===== config.mk =====
export PLATFORM = sky130hd
export DESIGN_NAME = bus_arbiter_rr
export DESIGN_NICKNAME = d
export VERILOG_FILES = /design/src/rtl/bus_arbiter_rr.sv
export SDC_FILE = /design/constraint.sdc
export NUM_CORES = 1
export LEC_CHECK = 0
export ABC_AREA = 1
export BUFFER_PORTS_ARGS = -buffer_cell sky130_fd_sc_hd__buf_2
export CAP_MARGIN = 15
export CELL_PAD_IN_SITES_DETAIL_PLACEMENT = 1
export CELL_PAD_IN_SITES_GLOBAL_PLACEMENT = 1
export CORE_MARGIN = 3
export CORE_UTILIZATION = 30
export CTS_BUF_LIST = sky130_fd_sc_hd__clkbuf_2 sky130_fd_sc_hd__clkbuf_4 sky130_fd_sc_hd__clkbuf_8
export DETAILED_ROUTE_END_ITERATION = 7
export PLACE_DENSITY = 0.59
export SLEW_MARGIN = 0
export SYNTH_ARGS = -nofsm -noshare
export SYNTH_HDL_FRONTEND = slang
export SYNTH_SLANG_ARGS = --single-unit

===== constraint.sdc =====
create_clock -name clk -period 3.1 [get_ports clk]
set_clock_uncertainty 0.1 [all_clocks]
set_input_delay 0 -clock clk [delete_from_list [all_inputs] [get_ports clk]]
set_output_delay 0 -clock clk [all_outputs]
set_load 0.02 [all_outputs]

===== src/rtl/bus_arbiter_rr.sv =====
// bus_arbiter_rr: four-master round-robin arbiter for the shared system bus.
// Grants are registered and active low; a watchdog reclaims the bus when the
// owner's strobe waits too long for slave ready.
module bus_arbiter_rr #(
    parameter int TIMEOUT_CYCLES = 256,  // stalled cycles before reclaim, >= 2
    parameter int CNT_WIDTH      = 8     // 2**CNT_WIDTH >= TIMEOUT_CYCLES
) (
    input  logic       clk,
    input  logic       reset,
    input  logic       m0_req_,
    input  logic       m1_req_,
    input  logic       m2_req_,
    input  logic       m3_req_,
    output logic       m0_grnt_,
    output logic       m1_grnt_,
    output logic       m2_grnt_,
    output logic       m3_grnt_,
    input  logic       bus_as_,
    input  logic       bus_rdy_,
    output logic [1:0] owner,
    output logic       busy,
    output logic       timeout,
    output logic [1:0] err_master
);

    typedef enum logic [1:0] {
        ST_IDLE,
        ST_GRANT,
        ST_TIMEOUT
    } state_t;

    // Last count value before the watchdog fires.
    localparam logic [CNT_WIDTH-1:0] CNT_LAST = CNT_WIDTH'(TIMEOUT_CYCLES - 1);

    state_t               state;
    logic [3:0]           req;        // active-high view of the request pins
    logic [3:0]           grnt_n;     // active-low grant register
    logic [1:0]           last;       // most recently granted master
    logic [CNT_WIDTH-1:0] count;      // stalled-strobe cycles of current owner
    logic [1:0]           winner;
    logic                 any_req;
    logic                 owner_req;
    logic                 stall;

    assign req       = ~{m3_req_, m2_req_, m1_req_, m0_req_};
    assign any_req   = |req;
    assign owner_req = req[owner];
    // Strobe out and the slave has not answered yet.
    assign stall     = !bus_as_ && bus_rdy_;

    assign {m3_grnt_, m2_grnt_, m1_grnt_, m0_grnt_} = grnt_n;

    // Round-robin pick: first requester at last+1 .. last+4 (mod 4).
    always_comb begin
        // NOTE: give every always_comb output a value before any branch so no latch is inferred.
        winner = last;
        // Walk from the farthest candidate down so the nearest requester is written last.
        for (int i = 4; i >= 1; i--) begin
            if (req[last + 2'(i)]) begin
                winner = last + 2'(i);
            end
        end
    end

    // Arbitration state machine, watchdog and all registered outputs.
    always_ff @(posedge clk or posedge reset) begin
        if (reset) begin
            // NOTE: state uses non-blocking assignments so every register sees pre-edge values.
            state      <= ST_IDLE;
            grnt_n     <= 4'hF;
            busy       <= 1'b0;
            owner      <= 2'd0;
            timeout    <= 1'b0;
            err_master <= 2'd0;
            last       <= 2'd3;
            count      <= '0;
        end else begin
            timeout <= 1'b0;
            case (state)
                ST_IDLE: begin
                    count <= '0;
                    if (any_req) begin
                        grnt_n <= ~(4'b0001 << winner);
                        owner  <= winner;
                        last   <= winner;
                        busy   <= 1'b1;
                        state  <= ST_GRANT;
                    end
                end

                ST_GRANT: begin
                    if (!owner_req) begin
                        // Owner released: a release always beats a pending timeout.
                        count <= '0;
                        if (any_req) begin
                            grnt_n <= ~(4'b0001 << winner);
                            owner  <= winner;
                            last   <= winner;
                        end else begin
                            grnt_n <= 4'hF;
                            busy   <= 1'b0;
                            state  <= ST_IDLE;
                        end
                    end else if (stall) begin
                        if (count == CNT_LAST) begin
                            // Reclaim: the offender becomes lowest priority next round.
                            grnt_n     <= 4'hF;
                            busy       <= 1'b0;
                            timeout    <= 1'b1;
                            err_master <= owner;
                            last       <= owner;
                            count      <= '0;
                            state      <= ST_TIMEOUT;
                        end else begin
                            count <= count + 1'b1;
                        end
                    end else begin
                        count <= '0;
                    end
                end

                ST_TIMEOUT: begin
                    count <= '0;
                    state <= ST_IDLE;
                end

                default: begin
                    grnt_n <= 4'hF;
                    busy   <= 1'b0;
                    count  <= '0;
                    state  <= ST_IDLE;
                end
            endcase
        end
    end

endmodule


==> reports/results.ini, run 1 <==
[finish]
final_nets = 205
layout-drive-gt1-share = 0.231
design_area_um2 = 1500
diodes = 0
area_delta_synth_final_pct = 15.0
fin_util = 0.367
fin_cells = 245

[timing]
hold_violations = 0
slew_viol_final = 0
worst_pin_slew_ns = 0.845
period_minus_slack_ns = 1.87
fmax_mhz = 535
rsz0062_at_grt = false
fin_crit_sh = 0.603
finalSetupViolations = 0
whs_ns = 0.0257
timing.final.ws_setup_ns = 1.23
tns_ns = 0
slew_headroom = 0.436

[clock_tree]
hold_buffers = 1
cts.sinks = 22
post_cts_buffers = 0
clk_path_buf_depth = 2
cts_htree_levels = 1
cts_tree = done
cts.reportedPaths.clkPinSlew_ns = 0.08
clkLatencyLatePin_ns = 0.26
ctsResizeCount = 0
cts_root_buf = clkbuf_8
cts_buffers = 3

[drt]
dr.first_iter.drc_count = 50
wl_per_cell_um = 13.0
route.met3.wl_um = 120
drt-total-wl_um = 3190
top_layer_used = met4
vias = 1157
firstDrtPassIters = 4
vias_per_cell = 4.72
detailroute.wirelength.met2_um = 1380
drc_errors = 0
wl_met1_um = 1650
antenna_left = 0

[setup_path]
crit-reg2reg-launch = last[0]
setup.worst_path.end_class = flip-flop
r2r_cells = 12
required_ns = 3.18
path_max_fanout = 10
rrSetupSlack_ns = 1.23
critical_path_arrival_ns = 1.95
r2r_end = grnt_n[0]
start_kind = flip-flop
crit_type = flip-flop to flip-flop

[grt]
grt_max_degree = 23
antenna_found_initial = 0
grt_pass1_vias = 1208
grtUsageTotal = 0.140
grt.overflow.total = 0
grt_pass1_wl_um = 5730

[synthesis]
ys_top_cells_by_area = dfrtp_1, nand2_1, dfstp_2, inv_1, nor2_1
yosysTopAreaCellShare = 0.307
ys_ff_latch = 22
ys.flop_type = dfrtp_1
synthesis.area_um2 = 1300
yosysWarnings = 0
synth_cells = 174
synth_area_per_cell_um2 = 7.49
ys_seq_area_frac = 0.428
synth_cell_types = 31
synthArstFlopShare = 1.00
synth_edf_count = 0
synth_top_cell_by_area = dfrtp_1
syn-num-nets = 183

[status]
status = complete, no violations

[power_and_ir_drop]
power_leakage_nw = 0.818
total_power_mw = 1.54
ir_drop_mv = 0.343
p_per_area_nw_per_um2 = 1030

[place]
io_buffer_count = 17
pre_cts_slack_ns = 1.22
dpl.hpwl_um = 2570
dp.cells = 240
place_congestion = 0.794
place_area_um2 = 1440

[floorplan]
rows = 23
initial_utilization = 0.319
core_area_um2 = 4090
die_h_um = 71.9
die_area_um2 = 5170
io_pins = 18
die_x_um = 71.9

[min_path]
whs_path_depth = 6
holdPathEnd = count[1]
hp-class = input port to flip-flop
hold_start = bus_as_

[flow_run]
cap_violations = 0

how the worst max path moves through the flow:
stage                end  slack [ns]  cells after the start     from
6_report       grnt_n[0]        1.23                     12  last[0]
5_1_grt        grnt_n[0]        1.04                     12  last[0]
4_1_cts        grnt_n[0]        1.19                     12  last[0]
3_5_place_dp   grnt_n[0]        1.22                     12  last[0]
3_3_place_gp   grnt_n[0]        1.30                     12  last[0]
2_1_floorplan    last[0]        1.48                     12  last[0]
power breakdown:
group	internal, mW	total [mW]	leakage, nW	switching [mW]
combinational	0.295	0.870	0.514	0.574
clock	0.100	0.193	0.0262	0.0927
sequential	0.391	0.475	0.278	0.0843
worst max-delay path: stages, from the launching register on:
cell and delay [ns]:
dfstp_2 0.68, inv_4 0.09, nand2_1 0.07, nand2_1 0.08, nand2_2 0.10, nand3_1 0.10
nand2_1 0.07, nand2_1 0.04, nand2_1 0.05, nand2_1 0.06, nand2_2 0.10, inv_1 0.07
a21boi_1 0.18
layout by cell type (no fill, tap or decap), drive strengths merged, types with 2 or more instances in the layout:
cell and instances:
dfstp 6, nand2 58, buf 17, a21oi 9, xnor2 2, dfrtp 16, a21boi 4, nor3 2
clkbuf 4, xor2 3, nand3 9, o21ai 6, inv 30, a31oi 2, nand4 4, nor2 16
synthesized netlist by cell type, drive strengths merged, types with 2 or more instances:
library cell / instances
nor3: 2
nor2: 16
nand3: 9
xor2: 3
nand4: 4
o21ai: 6
dfrtp: 16
nand2: 58
dfstp: 6
a21oi: 9
xnor2: 2
a31oi: 2
inv: 30
a21boi: 4
layer usage:
metal,vias to the layer above,global-route usage
met5,-,0
met4,0,0.0376
met3,5,0.0332
met2,18,0.211
met1,546,0.201
li1,588,-
logic make-up (layout without fill, tap and decap cells):
family / count (synthesis) / in the layout / synth area share
compound gates: 22 / 22 / 0.110
xor+xnor: 5 / 5 / 0.0394
fa+ha+maj: 1 / 1 / 0.00960
buf+inv: 31 / 52 / 0.0970
flops: 22 / 22 / 0.428
simple gates: 93 / 93 / 0.315
sequential cells by signal, indices dropped and copies added (netlist names):
name / cells
count: 8
grnt_n: 4
err_master: 2
last: 2
owner: 2
state: 2
busy: 1
timeout: 1
layout make-up:
type                            count  area [um^2]
Fill cell                         528         2590
Multi-Input combinational cell    121          618
Sequential cell                    22          558
Inverter                           30          115
Timing Repair Buffer               18         95.1
Tap cell                           50         62.6
Clock buffer                        4         48.8
No activity file was read; power rests on OpenSTA's default activity.
==> run 2, diff against run 1 <==
- PLACE_DENSITY: 0.59 -> 0.62
- clock period: 3.1 -> 1.5 ns (I/O delays scaled with it)
==> reports/results.ini, run 2 (synthesis results as in run 1) <==
[status]
status = complete, but fails checks
violations = negative setup slack

[setup_path]
r2r_cells = 9  ; -3
crit_type = flip-flop to flip-flop
start_kind = flip-flop
r2r_end = grnt_n[2]
path_max_fanout = 7  ; -3
critical_path_arrival_ns = 1.88  ; -0.07 ns
crit-reg2reg-launch = last[0]
rrSetupSlack_ns = -0.28  ; -1.51 ns
required_ns = 1.60  ; -1.58 ns
setup.worst_path.end_class = flip-flop

[floorplan]
io_pins = 18  ; unchanged
die_area_um2 = 5170  ; unchanged
die_x_um = 71.9  ; unchanged
core_area_um2 = 4090  ; unchanged
die_h_um = 71.9  ; unchanged
rows = 23  ; unchanged
initial_utilization = 0.319  ; unchanged

[clock_tree]
cts.reportedPaths.clkPinSlew_ns = 0.08  ; about the same
clk_path_buf_depth = 2  ; unchanged
cts_htree_levels = 1  ; unchanged
clkLatencyLatePin_ns = 0.26  ; about the same
cts.sinks = 22  ; unchanged
cts_tree = done
cts_root_buf = clkbuf_8
cts_buffers = 3  ; unchanged

[timing]
fin_crit_sh = 1.19  ; +0.585
hold_violations = 0  ; unchanged
timing.final.ws_setup_ns = -0.282  ; -1.51 ns
fmax_mhz = 561  ; +5.0%
whs_ns = 0.211  ; +0.185 ns
period_minus_slack_ns = 1.78  ; -0.0883 ns
slew_viol_final = 0  ; unchanged
slew_headroom = 0.695  ; +0.259
worst_pin_slew_ns = 0.455  ; -0.390 ns
rsz0062_at_grt = true
finalSetupViolations = 19  ; +19

[drt]
vias_per_cell = 4.64  ; -1.7%
antenna_left = 0  ; unchanged
wl_per_cell_um = 13.3  ; +2.3%
dr.first_iter.drc_count = 32  ; -36%
drt-total-wl_um = 3780  ; +19%
drc_errors = 0  ; unchanged
firstDrtPassIters = 4  ; unchanged
vias = 1319  ; +14%

[finish]
design_area_um2 = 1980  ; +32%
largestRegisters = count: 8 flops, grnt_n: 4 flops
multi_input_area_um2 = 771  ; +25%
final_common_cell = nand2_1
final_nets = 244  ; +19%
layout-drive-gt1-share = 0.521  ; +0.291
area_delta_synth_final_pct = 52.3
largest_register_ffs = 8  ; unchanged
fin_util = 0.485  ; +0.119
final_cell_mix = nand2_1, buf_4, inv_1
seqCellArea_um2 = 559  ; +0.22%
regMostFlops = count
diodes = 0  ; unchanged
fillCellCount = 510  ; -3.4%

[power_and_ir_drop]
p_comb_frac = 0.666  ; +0.101
p_per_area_nw_per_um2 = 2080  ; +100%
power_leakage_nw = 1.05  ; +28%
internal_power_mw = 2.21  ; +180%
sequentialPowerShare = 0.229  ; -0.080
swShare = 0.464  ; -0.0247
p_switching_mw = 1.91  ; +150%
ir_drop_mv = 0.685  ; +100%
power_frac_clock = 0.105  ; -0.021
total_power_mw = 4.13  ; +170%

[grt]
grt_max_degree = 23  ; unchanged
antenna_found_initial = 0  ; unchanged
grt.overflow.total = 0  ; unchanged
grt_pass1_vias = 1375  ; +14%
grt_pass1_wl_um = 6330  ; +10%
grtUsageTotal = 0.154  ; +0.0141

[place]
dpl.hpwl_um = 2790  ; +8.6%
pre_cts_slack_ns = -0.236  ; -1.45 ns
io_buffer_count = 17  ; unchanged
place_area_um2 = 1640  ; +14%
place_congestion = 0.908  ; +14%

[min_path]
hp-class = input port to async pin

[flow_run]
cap_violations = 0  ; unchanged

-- run 2: cell count changes in the layout (fill, tap and decap cells not counted), sizes merged --
cell / delta
clkinv: +1
buf: +39
inv: -1
-- run 2: power by group through the flow --
stage               Clock [mW]  Combinational [mW]  Sequential, mW
detailed placement           0                2.14           0.962
finish                   0.434                2.75           0.943
global route             0.494                3.06           0.960
floorplan                    0                1.39            1.02
global placement             0                2.06           0.949
CTS                      0.455                2.43           0.951
-- run 2: area by class of cell --
| class | instances | area share |
|---|---|---|
| clock buffers | 4 | 0.0278 |
| inverters | 30 | 0.0606 |
| multi-input cells | 121 | 0.389 |
| flip-flops and latches | 22 | 0.282 |
| well taps | 50 | 0.0315 |
| repair buffers | 57 | 0.209 |
-- run 2: timing repair --
item	in CTS	in global routing
hold buffers	1	0
resized for setup	21	26
buffers inserted	9	6
endpoints found under the setup margin	20	22
hold endpoints to repair	22	0
pin swaps	11	20
cloned	0	0
-- run 2: critical path, cell delays in order (launching register included) --
cell,delay [ns]
dfstp_2,0.60
clkinv_4,0.12
nand2_1,0.09
nand2_2,0.07
nand2_2,0.08
nand2_2,0.07
o21ai_4,0.16
xor2_2,0.18
nor2_2,0.08
a21boi_1,0.17
-- run 2: through the flow --
step           cells  setup TNS [ns]
2_1_floorplan    174          -0.715
3_3_place_gp     265           -1.84
3_5_place_dp     265           -2.92
4_1_cts          279           -2.22
5_1_grt          284           -4.83
6_report         284           -2.37
-- run 2: how the worst max path moves through the flow --
stage	start	endpoint	slack [ns]	cells past startpoint
detailed placement	last[0]	last[0]	-0.24	11
finish	last[0]	grnt_n[2]	-0.28	9
floorplan	last[0]	last[0]	-0.12	12
CTS	last[0]	grnt_n[2]	-0.25	9
global route	last[0]	last[1]	-0.44	14
global placement	last[0]	last[0]	-0.20	11
-- run 2: metal layers --
metal / global-route usage / share of wire
met3: 0.0374 / 0.028
met1: 0.188 / 0.45
met5: 0 / 0
met2: 0.270 / 0.52
met4: 0.0418 / 0.0063
==> run 3, diff against run 2 <==
- SKIP_CTS_REPAIR_TIMING: not set -> 1
==> reports/results.ini, run 3 (synthesis results as in run 1) <==
[status]
status = complete, but fails checks
violations = negative setup slack

[finish]
design_area_um2 = 2000  ; +0.69%
fin_util = 0.489  ; +0.00337
seqCellArea_um2 = 559  ; unchanged
layout-drive-gt1-share = 0.519  ; -0.00189
largest_register_ffs = 8  ; unchanged
area_delta_synth_final_pct = 53.3
final_cell_mix = nand2_1, buf_4, inv_1
diodes = 0  ; unchanged
final_common_cell = nand2_1
regMostFlops = count
largestRegisters = count: 8 flops, grnt_n: 4 flops
multi_input_area_um2 = 803  ; +4.2%
fillCellCount = 510  ; unchanged
final_nets = 241  ; -1.2%

[clock_tree]
cts.sinks = 22  ; unchanged
cts_tree = done
clk_path_buf_depth = 2  ; unchanged
cts.reportedPaths.clkPinSlew_ns = 0.08  ; about the same
cts_root_buf = clkbuf_8
cts_htree_levels = 1  ; unchanged
cts_buffers = 3  ; unchanged
clkLatencyLatePin_ns = 0.27  ; about the same

[floorplan]
core_area_um2 = 4090  ; unchanged
initial_utilization = 0.319  ; unchanged
die_x_um = 71.9  ; unchanged
rows = 23  ; unchanged
die_h_um = 71.9  ; unchanged
io_pins = 18  ; unchanged
die_area_um2 = 5170  ; unchanged

[grt]
grt_pass1_vias = 1289  ; -6.3%
grt.overflow.total = 0  ; unchanged
grt_pass1_wl_um = 5930  ; -6.4%
antenna_found_initial = 0  ; unchanged
grt_max_degree = 23  ; unchanged
grtUsageTotal = 0.145  ; -0.00935

[setup_path]
critical_path_arrival_ns = 1.91  ; +0.03 ns
rrSetupSlack_ns = -0.30  ; -0.02 ns
start_kind = flip-flop
crit_type = flip-flop to flip-flop
path_max_fanout = 7  ; unchanged
required_ns = 1.61  ; about the same
setup.worst_path.end_class = flip-flop

[drt]
wl_per_cell_um = 13.6  ; +1.8%
vias_per_cell = 4.67  ; +0.53%
firstDrtPassIters = 4  ; unchanged
vias = 1312  ; -0.53%
dr.first_iter.drc_count = 22  ; -31%
drt-total-wl_um = 3810  ; +0.69%
drc_errors = 0  ; unchanged
antenna_left = 0  ; unchanged

[min_path]
hp-class = input port to flip-flop

[power_and_ir_drop]
total_power_mw = 4.22  ; +2.3%
ir_drop_mv = 0.738  ; +7.8%
p_per_area_nw_per_um2 = 2110  ; +1.6%
power_leakage_nw = 1.05  ; about the same

[place]
dpl.hpwl_um = 2790  ; unchanged
place_area_um2 = 1640  ; unchanged
io_buffer_count = 17  ; unchanged
place_congestion = 0.908  ; unchanged

[timing]
timing.final.ws_setup_ns = -0.305  ; -0.0223 ns
fmax_mhz = 554  ; -1.2%
worst_pin_slew_ns = 0.443  ; -0.0116 ns
slew_headroom = 0.703  ; +0.00778
rsz0062_at_grt = true
tns_ns = -3.20  ; -0.825 ns
fin_crit_sh = 1.20  ; +0.0149
period_minus_slack_ns = 1.80  ; +0.0223 ns
finalSetupViolations = 20  ; +1
hold_violations = 0  ; unchanged
slew_viol_final = 0  ; unchanged

[flow_run]
cap_violations = 0  ; unchanged

[run 3: worst paths after layout]
path                       cells past startpoint     from       end
max                                           11  last[0]   last[0]
min                                            6  bus_as_  count[1]
max reg2reg                                   11  last[0]   last[0]
min reg2reg                                    2     busy      busy
max in group asynchronous                      4    reset   last[1]
min in group asynchronous                      4    reset  state[1]
[run 3: power breakdown]
| part | total [mW] | switching, mW | internal [mW] | leakage (nW) |
|---|---|---|---|---|
| clock network | 0.438 | 0.204 | 0.234 | 0.0288 |
| registers | 0.944 | 0.135 | 0.809 | 0.277 |
| logic | 2.84 | 1.63 | 1.21 | 0.741 |
| total | 4.22 | 1.97 | 2.25 | 1.05 |
[run 3: layout make-up]
cell class | count | share of cell area
Timing Repair Buffer | 54 | 0.199
Sequential cell | 22 | 0.280
Clock buffer | 4 | 0.0276
Multi-Input combinational cell | 121 | 0.402
Inverter | 30 | 0.0602
Tap cell | 50 | 0.0313
[run 3: metrics by stage]
step / worst slack, ns / hold slack (ns) / cells
5_1_grt: -0.460 / 0.109 / 281
4_1_cts: -0.255 / -0.334 / 269
2_1_floorplan: -0.117 / -0.115 / 174
3_5_place_dp: -0.236 / -0.0374 / 265
3_3_place_gp: -0.204 / -0.0483 / 265
6_report: -0.305 / 0.0930 / 281
[run 3: layer usage]
| metal | GRT usage | vias to the layer above | part of all wire |
|---|---|---|---|
| li1 | - | 662 | - |
| met1 | 0.189 | 633 | 0.46 |
| met2 | 0.240 | 15 | 0.51 |
| met3 | 0.0360 | 2 | 0.028 |
| met4 | 0.0376 | 0 | 0.0063 |
| met5 | 0 | - | 0 |
[run 3: critical path, cell delays in order, from the launching register on]
cell      delay [ns]
dfstp_2         0.61
clkinv_4        0.12
nand2_2         0.09
nand2_2         0.06
nand2_2         0.08
nand2_2         0.07
o21ai_4         0.18
xor2_2          0.18
nand2_1         0.07
nand2_1         0.05
nand2_1         0.05
nand2_2         0.08
